===== src/rtl/bcd_pkg.sv =====
// rtl/bcd_pkg.sv - shared widths, digit/one-hot types and scan FSM states
// Purpose: common definitions for bcd_scan_decoder and bcd_digit_dec.
// Ports: none (package).
package bcd_pkg;

  localparam int BCD_W    = 4;
  localparam int ONEHOT_W = 10;

  typedef logic [BCD_W-1:0]    bcd_digit_t;
  typedef logic [ONEHOT_W-1:0] onehot_t;

  typedef enum logic {
    ST_IDLE = 1'b0,
    ST_SCAN = 1'b1
  } state_t;

  // A nibble outside 0..9 is not a legal BCD digit.
  function automatic logic bcd_invalid(input bcd_digit_t d);
    return d > 4'd9;
  endfunction

endpackage


===== src/rtl/bcd_digit_dec.sv =====
// rtl/bcd_digit_dec.sv - combinational BCD nibble to 10-bit one-hot decoder
// Purpose: nibble n in 0..9 sets seg bit n; nibbles 10..15 give all zeros.
// Ports:
//   digit - input  BCD_W     nibble to decode
//   seg   - output ONEHOT_W  one-hot decode, zero for illegal nibbles
module bcd_digit_dec
  import bcd_pkg::*;
(
  input  logic [BCD_W-1:0]    digit,
  output logic [ONEHOT_W-1:0] seg
);

  always_comb begin
    seg = '0;
    if (!bcd_invalid(digit)) begin
      seg = ONEHOT_W'(1) << digit;
    end
  end

endmodule


===== src/rtl/bcd_scan_decoder.sv =====
// rtl/bcd_scan_decoder.sv - multiplexed BCD display scanner with one-hot digit decode
// Purpose: captures a packed BCD word and scans its digits, SCAN_DIV cycles each.
// Optional feature macro: BCD_LZ_BLANK_EN (leading-zero blanking; digit 0 never blanked).
// Ports:
//   clk      - input  1            rising-edge clock
//   rst      - input  1            asynchronous active-high reset
//   in_valid - input  1            producer offers a new word
//   in_ready - output 1            word accepted this cycle when in_valid
//   in_bcd   - input  4*DIGITS     packed BCD word, nibble 0 least significant
//   err_clr  - input  1            clears sticky err
//   dig_sel  - output DIGITS       one-hot active-high digit select
//   seg_out  - output 10           one-hot decode of the selected digit
//   err      - output 1            sticky flag: accepted word had a nibble > 9
module bcd_scan_decoder
  import bcd_pkg::*;
#(
  parameter int DIGITS   = 4,
  parameter int SCAN_DIV = 1000
) (
  input  logic                      clk,
  input  logic                      rst,
  input  logic                      in_valid,
  output logic                      in_ready,
  input  logic [BCD_W*DIGITS-1:0]   in_bcd,
  input  logic                      err_clr,
  output logic [DIGITS-1:0]         dig_sel,
  output logic [ONEHOT_W-1:0]       seg_out,
  output logic                      err
);

  localparam int DIG_W   = (DIGITS > 1) ? $clog2(DIGITS) : 1;
  localparam int DWELL_W = $clog2(SCAN_DIV);
  localparam logic [DIG_W-1:0]   LAST_DIG   = DIG_W'(DIGITS - 1);
  localparam logic [DWELL_W-1:0] LAST_DWELL = DWELL_W'(SCAN_DIV - 1);

  state_t                    state_q, state_d;
  logic [BCD_W*DIGITS-1:0]   shadow_q, shadow_d;
  logic [DIG_W-1:0]          digit_q, digit_d;
  logic [DWELL_W-1:0]        dwell_q, dwell_d;
  logic [DIGITS-1:0]         dig_sel_q, dig_sel_d;
  logic [ONEHOT_W-1:0]       seg_out_q, seg_out_d;
  logic                      err_q, err_d;

  logic                      frame_end;
  logic                      ready_int;
  logic                      accept;
  logic                      word_bad;
  logic [BCD_W-1:0]          cur_nibble;
  logic [ONEHOT_W-1:0]       dec_seg;
  logic                      blank;

  // Acceptance handshake: a new word is only taken between frames.
  always_comb begin
    frame_end = (state_q == ST_SCAN) && (digit_q == LAST_DIG) && (dwell_q == LAST_DWELL);
    ready_int = (state_q == ST_IDLE) || frame_end;
    accept    = in_valid && ready_int;
  end

  always_comb begin
    word_bad = 1'b0;
    for (int i = 0; i < DIGITS; i++) begin
      if (bcd_invalid(in_bcd[i*BCD_W +: BCD_W])) begin
        word_bad = 1'b1;
      end
    end
  end

  // Next-state: FSM, shadow word, digit index and dwell counter.
  always_comb begin
    state_d  = state_q;
    shadow_d = shadow_q;
    digit_d  = digit_q;
    dwell_d  = dwell_q;
    if (accept) begin
      state_d  = ST_SCAN;
      shadow_d = in_bcd;
      digit_d  = '0;
      dwell_d  = '0;
    end else if (state_q == ST_SCAN) begin
      if (dwell_q == LAST_DWELL) begin
        dwell_d = '0;
        digit_d = (digit_q == LAST_DIG) ? '0 : digit_q + DIG_W'(1);
      end else begin
        dwell_d = dwell_q + DWELL_W'(1);
      end
    end
  end

  // Setting wins over clearing when both happen in the same cycle.
  always_comb begin
    err_d = err_q;
    if (accept && word_bad) begin
      err_d = 1'b1;
    end else if (err_clr) begin
      err_d = 1'b0;
    end
  end

  // Outputs are computed from next-state values so the registered outputs
  // show digit 0 of a new word on the cycle right after acceptance.
  always_comb begin
    cur_nibble = shadow_d[BCD_W*digit_d +: BCD_W];
  end

  bcd_digit_dec u_dec (
    .digit (cur_nibble),
    .seg   (dec_seg)
  );

`ifdef BCD_LZ_BLANK_EN
  logic [BCD_W*DIGITS-1:0] upper_digits;
  // A digit is a leading zero when it and every digit above it are zero.
  always_comb begin
    upper_digits = shadow_d >> (BCD_W * digit_d);
    blank        = (digit_d != '0) && (upper_digits == '0);
  end
`else
  always_comb begin
    blank = 1'b0;
  end
`endif

  always_comb begin
    dig_sel_d = '0;
    for (int i = 0; i < DIGITS; i++) begin
      dig_sel_d[i] = (state_d == ST_SCAN) && (digit_d == DIG_W'(i));
    end
    seg_out_d = ((state_d == ST_SCAN) && !blank) ? dec_seg : '0;
  end

  always_ff @(posedge clk or posedge rst) begin
    if (rst) begin
      state_q   <= ST_IDLE;
      shadow_q  <= '0;
      digit_q   <= '0;
      dwell_q   <= '0;
      dig_sel_q <= '0;
      seg_out_q <= '0;
      err_q     <= 1'b0;
    end else begin
      state_q   <= state_d;
      shadow_q  <= shadow_d;
      digit_q   <= digit_d;
      dwell_q   <= dwell_d;
      dig_sel_q <= dig_sel_d;
      seg_out_q <= seg_out_d;
      err_q     <= err_d;
    end
  end

  // in_ready is held low while reset is applied, independent of the clock.
  assign in_ready = ready_int && !rst;
  assign dig_sel  = dig_sel_q;
  assign seg_out  = seg_out_q;
  assign err      = err_q;

endmodule

===== config.mk =====
export PLATFORM = sky130hd
export DESIGN_NAME = bcd_scan_decoder
export DESIGN_NICKNAME = d
export VERILOG_FILES = /design/src/rtl/bcd_pkg.sv /design/src/rtl/bcd_digit_dec.sv /design/src/rtl/bcd_scan_decoder.sv
export SDC_FILE = /design/constraint.sdc
export NUM_CORES = 1
export LEC_CHECK = 0
export ABC_CLOCK_PERIOD_IN_PS = 5900
export BUFFER_PORTS_ARGS = -buffer_cell sky130_fd_sc_hd__buf_4
export CAP_MARGIN = 20
export CORE_MARGIN = 2
export CORE_UTILIZATION = 52
export CTS_BUF_LIST = sky130_fd_sc_hd__clkbuf_16
export DETAILED_ROUTE_END_ITERATION = 16
export PLACE_DENSITY = 0.85
export SLEW_MARGIN = 20
export SYNTH_ARGS = -nofsm -noshare
export SYNTH_HDL_FRONTEND = slang
export SYNTH_SLANG_ARGS = --single-unit

===== constraint.sdc =====
create_clock -name clk -period 5.9 [get_ports clk]
set_clock_uncertainty 0.2 [all_clocks]
set_input_delay 0.295 -clock clk [delete_from_list [all_inputs] [get_ports clk]]
set_output_delay 0.295 -clock clk [all_outputs]
set_load 0.05 [all_outputs]

Word-level counts from Yosys, hierarchy flattened --
Index checks and enable logic that the tools add are counted.
Cells by class: shifts and indexed selects 2, muxes and demuxes 17, bitwise operators 1, add/subtract/negate cells 2, magnitude comparators 5, reduce and logical (&&, ||, !) cells 14, equal/unequal tests 5
Operators with widths (count):
- $mux W10 | 5
- $gt A4 B4 Y1 const B | 5
- $mux W16 | 1
- $shiftx A16 B5 Y4 | 1
- $add A10 B1 Y10 const B | 1
- $eq A10 B10 Y1 const B | 1
- $shl A1 B4 Y10 const A | 1
- $logic_and A1 B1 Y1 | 9
- $mux W2 | 4
- $mux W1 | 7
- $eq A2 B2 Y1 const B | 3
- $reduce_bool A2 Y1 | 2
- $add A2 B1 Y2 const B | 1
- $eq A2 B1 Y1 const B | 1
- $logic_not A2 Y1 | 1
- $logic_not A1 Y1 | 1
- $logic_or A1 B1 Y1 | 1
- $not A1 Y1 | 1
Word-level totals: bits in registers 44, input port bits 20, output and inout bits 16, word-level logic and storage cells 53

Logic depth before layout (Yosys ltp) --
word-level depth 10, mapped depth 9, depth with buffers taken out 7

Modules after synthesis --
Synthesis repeated with hierarchy kept, for this count alone.
Unflattened totals: cell total of the unflattened synthesis 228, area, all modules 2287.2 sq um
Modules (own cells, without submodules):
- bcd_scan_decoder | seq. area each 1101.1 sq um, cells an instance 214, times used 1, area each 2117.0 sq um
- bcd_digit_dec | seq. area each 0.0 sq um, cells an instance 14, times used 1, area each 170.2 sq um

Worst setup path after synthesis --
OpenSTA, ideal clock, no wires.
path kind register to register, from reg dwell_q[0], to reg seg_out_q[7], in the netlist seg_out[7], library setup time 101 ps, arrival time 2387 ps, data required time 5599 ps, buffers on the path 2, clock period less this slack 2687 ps, path slack 3213 ps, cell stages (with the launch flop) 10, cells stage by stage dfrtp_1 ha_1 nand4b_1 or4_1 buf_2 and2_4 buf_6 a211o_1 a31o_1 nor4bb_1
On the way: longest elaborated chain between the ends 9
RTL lines:
- start, declared | RTL line bcd_scan_decoder.sv:39 | logic [DWELL_W-1:0] dwell_q, dwell_d;
- start signal, assigned | RTL line bcd_scan_decoder.sv:144 | dwell_q <= dwell_d;
- $eq A10 B10 Y1 (*) | RTL line bcd_scan_decoder.sv:54, bcd_scan_decoder.sv:80
- $logic_and A1 B1 Y1 | RTL line bcd_scan_decoder.sv:54 | frame_end = (state_q == ST_SCAN) && (digit_q == LAST_DIG) && (dwell_q == LAST_DWELL);
- $logic_or A1 B1 Y1 | RTL line bcd_scan_decoder.sv:55 | ready_int = (state_q == ST_IDLE) || frame_end;
- $logic_and A1 B1 Y1 | RTL line bcd_scan_decoder.sv:56 | accept = in_valid && ready_int;
- $mux W16 / $mux W2 (equally long branches) | RTL line bcd_scan_decoder.sv:74 | if (accept) begin
- $shiftx A16 B5 Y4 | RTL line bcd_scan_decoder.sv:102 | cur_nibble = shadow_d[BCD_W*digit_d +: BCD_W];
- $gt A4 B4 Y1 / $shl A1 B4 Y10 (equally long branches) | RTL line bcd_pkg.sv:19, bcd_digit_dec.sv:16
- $mux W10 | RTL line bcd_digit_dec.sv:15 | if (!bcd_invalid(digit)) begin
- $mux W10 (*) | RTL line bcd_scan_decoder.sv:128 | seg_out_d = ((state_d == ST_SCAN) && !blank) ? dec_seg : '0;
- named net seg_out_d[7] | RTL line bcd_scan_decoder.sv:41 | logic [ONEHOT_W-1:0] seg_out_q, seg_out_d;
- end signal, assigned | RTL line bcd_scan_decoder.sv:146 | seg_out_q <= seg_out_d;
- end, declared | RTL line bcd_scan_decoder.sv:41
The timed path passes the listed nets; every way through them passes the cells marked *. A chain may end at the register's enable or synchronous reset.

Worst setup path after layout --
Ends and elaborated chain as after synthesis.

==> summary.md <==
| Metric | Value |
|---|---|
| Final Setup Violations | 0 |
| CTS resizes | 0 |
| Post-DR vias/cell | ~6 |
| Initial DRC Count | 174 |
| Worst slew pin tran | 689.0 ps |
| Drt drc | 0 |
| Hold Crit Class | input port to register |
| Max-Cap Viols | 0 |
| Worst reg2reg setup slack | between 2000 and 3000 ps |
| Synthesis-stage register bit count | 44 |
| Post-Route Utilization | 66.20% |
| RD Place Congestion | 0.8866 |
| Yosys cell types | between 40 and 50 |
| CP delay by family, top | simple AND/OR/NAND/NOR gates |
| Combinational Power Share | 18.0% |
| Switch share | between 20 and 30% |
| Slew HR | between 50 and 60% |
| Skew-Pair Late Insertion Delay | 280 ps |
| CP endpoint kind | register |
| Chip Height | roughly 68 µm |
| Syn Std Cell Area | 2113 µm² |
| Reg power frac | a little under half |
| Total GRT Usage | 22.29% |
| Initial antenna violation count | 0 |
| Required time of the critical path | between 5000 and 6000 ps |
| Cts bufs inserted | 5 |
| CTS sink cnt | 44 |
| Synth area leader | dfrtp_1 |
| Crit-path cells | ha_1 -> and4b_1 -> a41o_1 -> nand2_1 -> mux2i_1 -> o221ai_2 -> nor4bb_1 |
| Net Sw Power | roughly 0.25 mW |
| First-pass GRT wire length | approximately 7.6 mm |
| Top cells by area, synth | dfrtp_1, nand2_1, nor2_1, nor4b_1, o21ai_0 |
| Crit-path slowest cell | nand2_1 |
| Area share of the largest cell type after synthesis | a little over half |
| TritonCTS clock tree | done |
| Status | finished, final reports clean |
| Crit-path max FO | 19 |
| RSZ-0062 raised after global routing | no |
| Ys flop type | dfrtp_1 |
| Post-synth EDFFs | 0 |
| Clock Power Share | about 37% |
| Yosys warning count | 0 |
| Most frequent cells in the layout | dfrtp_1, buf_4, nand2_1 |
| CP peak stage delay | 500 ps |
| Fin crit share | 55.13% |
| CTS Buffer Depth | 2 |
| Largest net degree at the start of global routing | 45 |
| Mean Syn Cell Area | 10.02 µm² |
| Layout cell share with drive strength beyond 1 | 21.12% |
| Detail Route Antenna Nets | 0 |
| Fin nets | about 270 |
| Number of port buffers | 35 |
| Total wire length | 4.564 mm |
| Syn-to-layout area delta | 23.50% |
| Max Slew Vio Count | 0 |
| H-tree depth | 2 |
| Tmin final | roughly 3300 ps |
| Cell-internal power | 0.6074 mW |
| DIE AREA | around 4600 µm² |
| Row cnt | 23 |
| Vias in the first global route | between 1,500 and 2,000 |
| Worst Path Buf+Inv | 0 |
| Overflow after GRT | 0 |
| Setup CP Type | register to register |
| Initial Utilization | between 50% and 60% |
| P per Cell Area | 327.7 nW/µm² |
| Pre-antenna DRT Iters | 5 |
| Highest clock rate | 307.5 MHz |
| Leak | 1.290 nW |
| Root Driver | clkbuf_16 |
| Register area share after synthesis | 52.10% |
| CTS clock-pin slew for the worst setup and hold paths | ~60 ps |
| Crit path DAT | 3230 ps |
| Syn nets | 233 |
| Commonest non-fill, non-tap cell in the layout | dfrtp_1 |
| Final Hold Viols | 0 |
| DR WL/cell | around 15 µm |
| Antenna diodes | 0 |
| Post-CTS Setup Inserts | 0 |
| Post-Syn Instances | 211 |
| I/O Pins | 36 |
| Total power | 0.8554 mW |
| Die W | ~68 µm |
| Setup TNS | 0 ps |
| Worst Setup Start Kind | register |
| Via count | roughly 1,800 |
| Dpl hpwl | about 3.2 mm |
| Asr flop ratio synth | 100.0% |
| Core area | 3943 µm² |
| Peak supply drop | roughly 0.00019 V |
[cells in the mapped netlist, types with 2 or more instances]
master,number
a221oi_1,3
a211o_1,3
clkbuf_1,5
nand2_1,34
nor3_1,4
xor2_1,3
nor2_1,22
o21ai_0,10
nand4_1,7
a21oi_1,6
a21o_1,5
and3_1,5
o221ai_2,3
xnor2_1,3
mux2i_1,2
clkinv_1,2
inv_1,8
a31oi_1,4
nor4b_1,6
nor4bb_1,2
ha_1,2
a311oi_1,2
o31ai_1,2
nor4_1,2
dfrtp_1,44
[state kept, by name, indices dropped and copies added (netlist names)]
register / cells
shadow_q: 16
dwell_q: 10
seg_out: 10
dig_sel: 4
digit_q: 2
err: 1
state_q: 1
[tightest hold or removal path, delay by kind of cell]
kind | cells | cell delay [ps]
buf+inv | 1 | 80
simple gates | 2 | 80
[repair_timing]
item                                   4_1_cts  5_1_grt
setup endpoints to repair                    0        0
endpoints found under the hold margin       45        0
hold buffers                                 2        0
[metal layers]
layer | share of wire, % | track usage [%]
met1 | 43 | 30.89
met3 | 8.6 | 6.000
met2 | 47 | 34.56
met4 | 0.64 | 5.867
met5 | 0 | 0
[cells by family (layout without fill, tap and decap cells)]
family                     after synthesis  in the layout  share of synthesized area [%]
AOI/OAI and AO/OA                       48             48                          17.76
DFF                                     44             44                          52.10
and+or+nand+nor                         92             92                          22.08
buffers and inverters                   17             57                          3.434
muxes                                    2              2                         0.9473
xor gates and xnor gates                 6              6                          2.487
adders and majority gates                2              2                          1.184
[layout make-up]
type / count / area, µm²
clock buffer: 5 / 125.1
clock inverter: 3 / 46.29
fill: 299 / 1333
inverter: 10 / 37.54
multi-input combinational: 150 / 939.7
sequential: 44 / 1101
tap: 50 / 62.56
timing repair buffer: 39 / 297.8
[worst paths after layout]
kind,to,startpoint,depth (start not counted)
setup / recovery,seg_out[7]$_DFF_PP0_,dwell_q[0]$_DFFE_PP0P_,7
hold / removal,shadow_q[7]$_DFF_PP0_,in_bcd[7],3
setup reg to reg,seg_out[7]$_DFF_PP0_,dwell_q[0]$_DFFE_PP0P_,7
hold reg to reg,shadow_q[0]$_DFF_PP0_,shadow_q[0]$_DFF_PP0_,1
min in group asynchronous,dwell_q[2]$_DFFE_PP0P_,rst,4
max in group asynchronous,dwell_q[5]$_DFFE_PP0P_,rst,4
[power by group through the flow]
| stage | combinational [mW] | sequential (mW) | clock, mW |
|---|---|---|---|
| final | 0.154 | 0.386 | 0.316 |
| after global routing | 0.173 | 0.393 | 0.335 |
| after CTS | 0.154 | 0.385 | 0.320 |
| after detailed placement | 0.153 | 0.390 | 0 |
| after global placement | 0.147 | 0.388 | 0 |
| after floorplan | 0.0894 | 0.403 | 0 |
[metrics by stage]
| step | cell area, µm² | std cells | hold WS, ps | worst slack [ps] |
|---|---|---|---|---|
| 6_report | 2610 | 301 | 4.085 | 2648 |
| 3_5_place_dp | 2419 | 291 | 265.3 | 2690 |
| 2_1_floorplan | 2113 | 211 | 200.4 | 3213 |
| 4_1_cts | 2610 | 301 | 2.902 | 2680 |
| 3_3_place_gp | 2419 | 291 | 258.2 | 2854 |
| 5_1_grt | 2610 | 301 | 12.54 | 2312 |
Note: power is estimated with default switching activity, not from simulation.
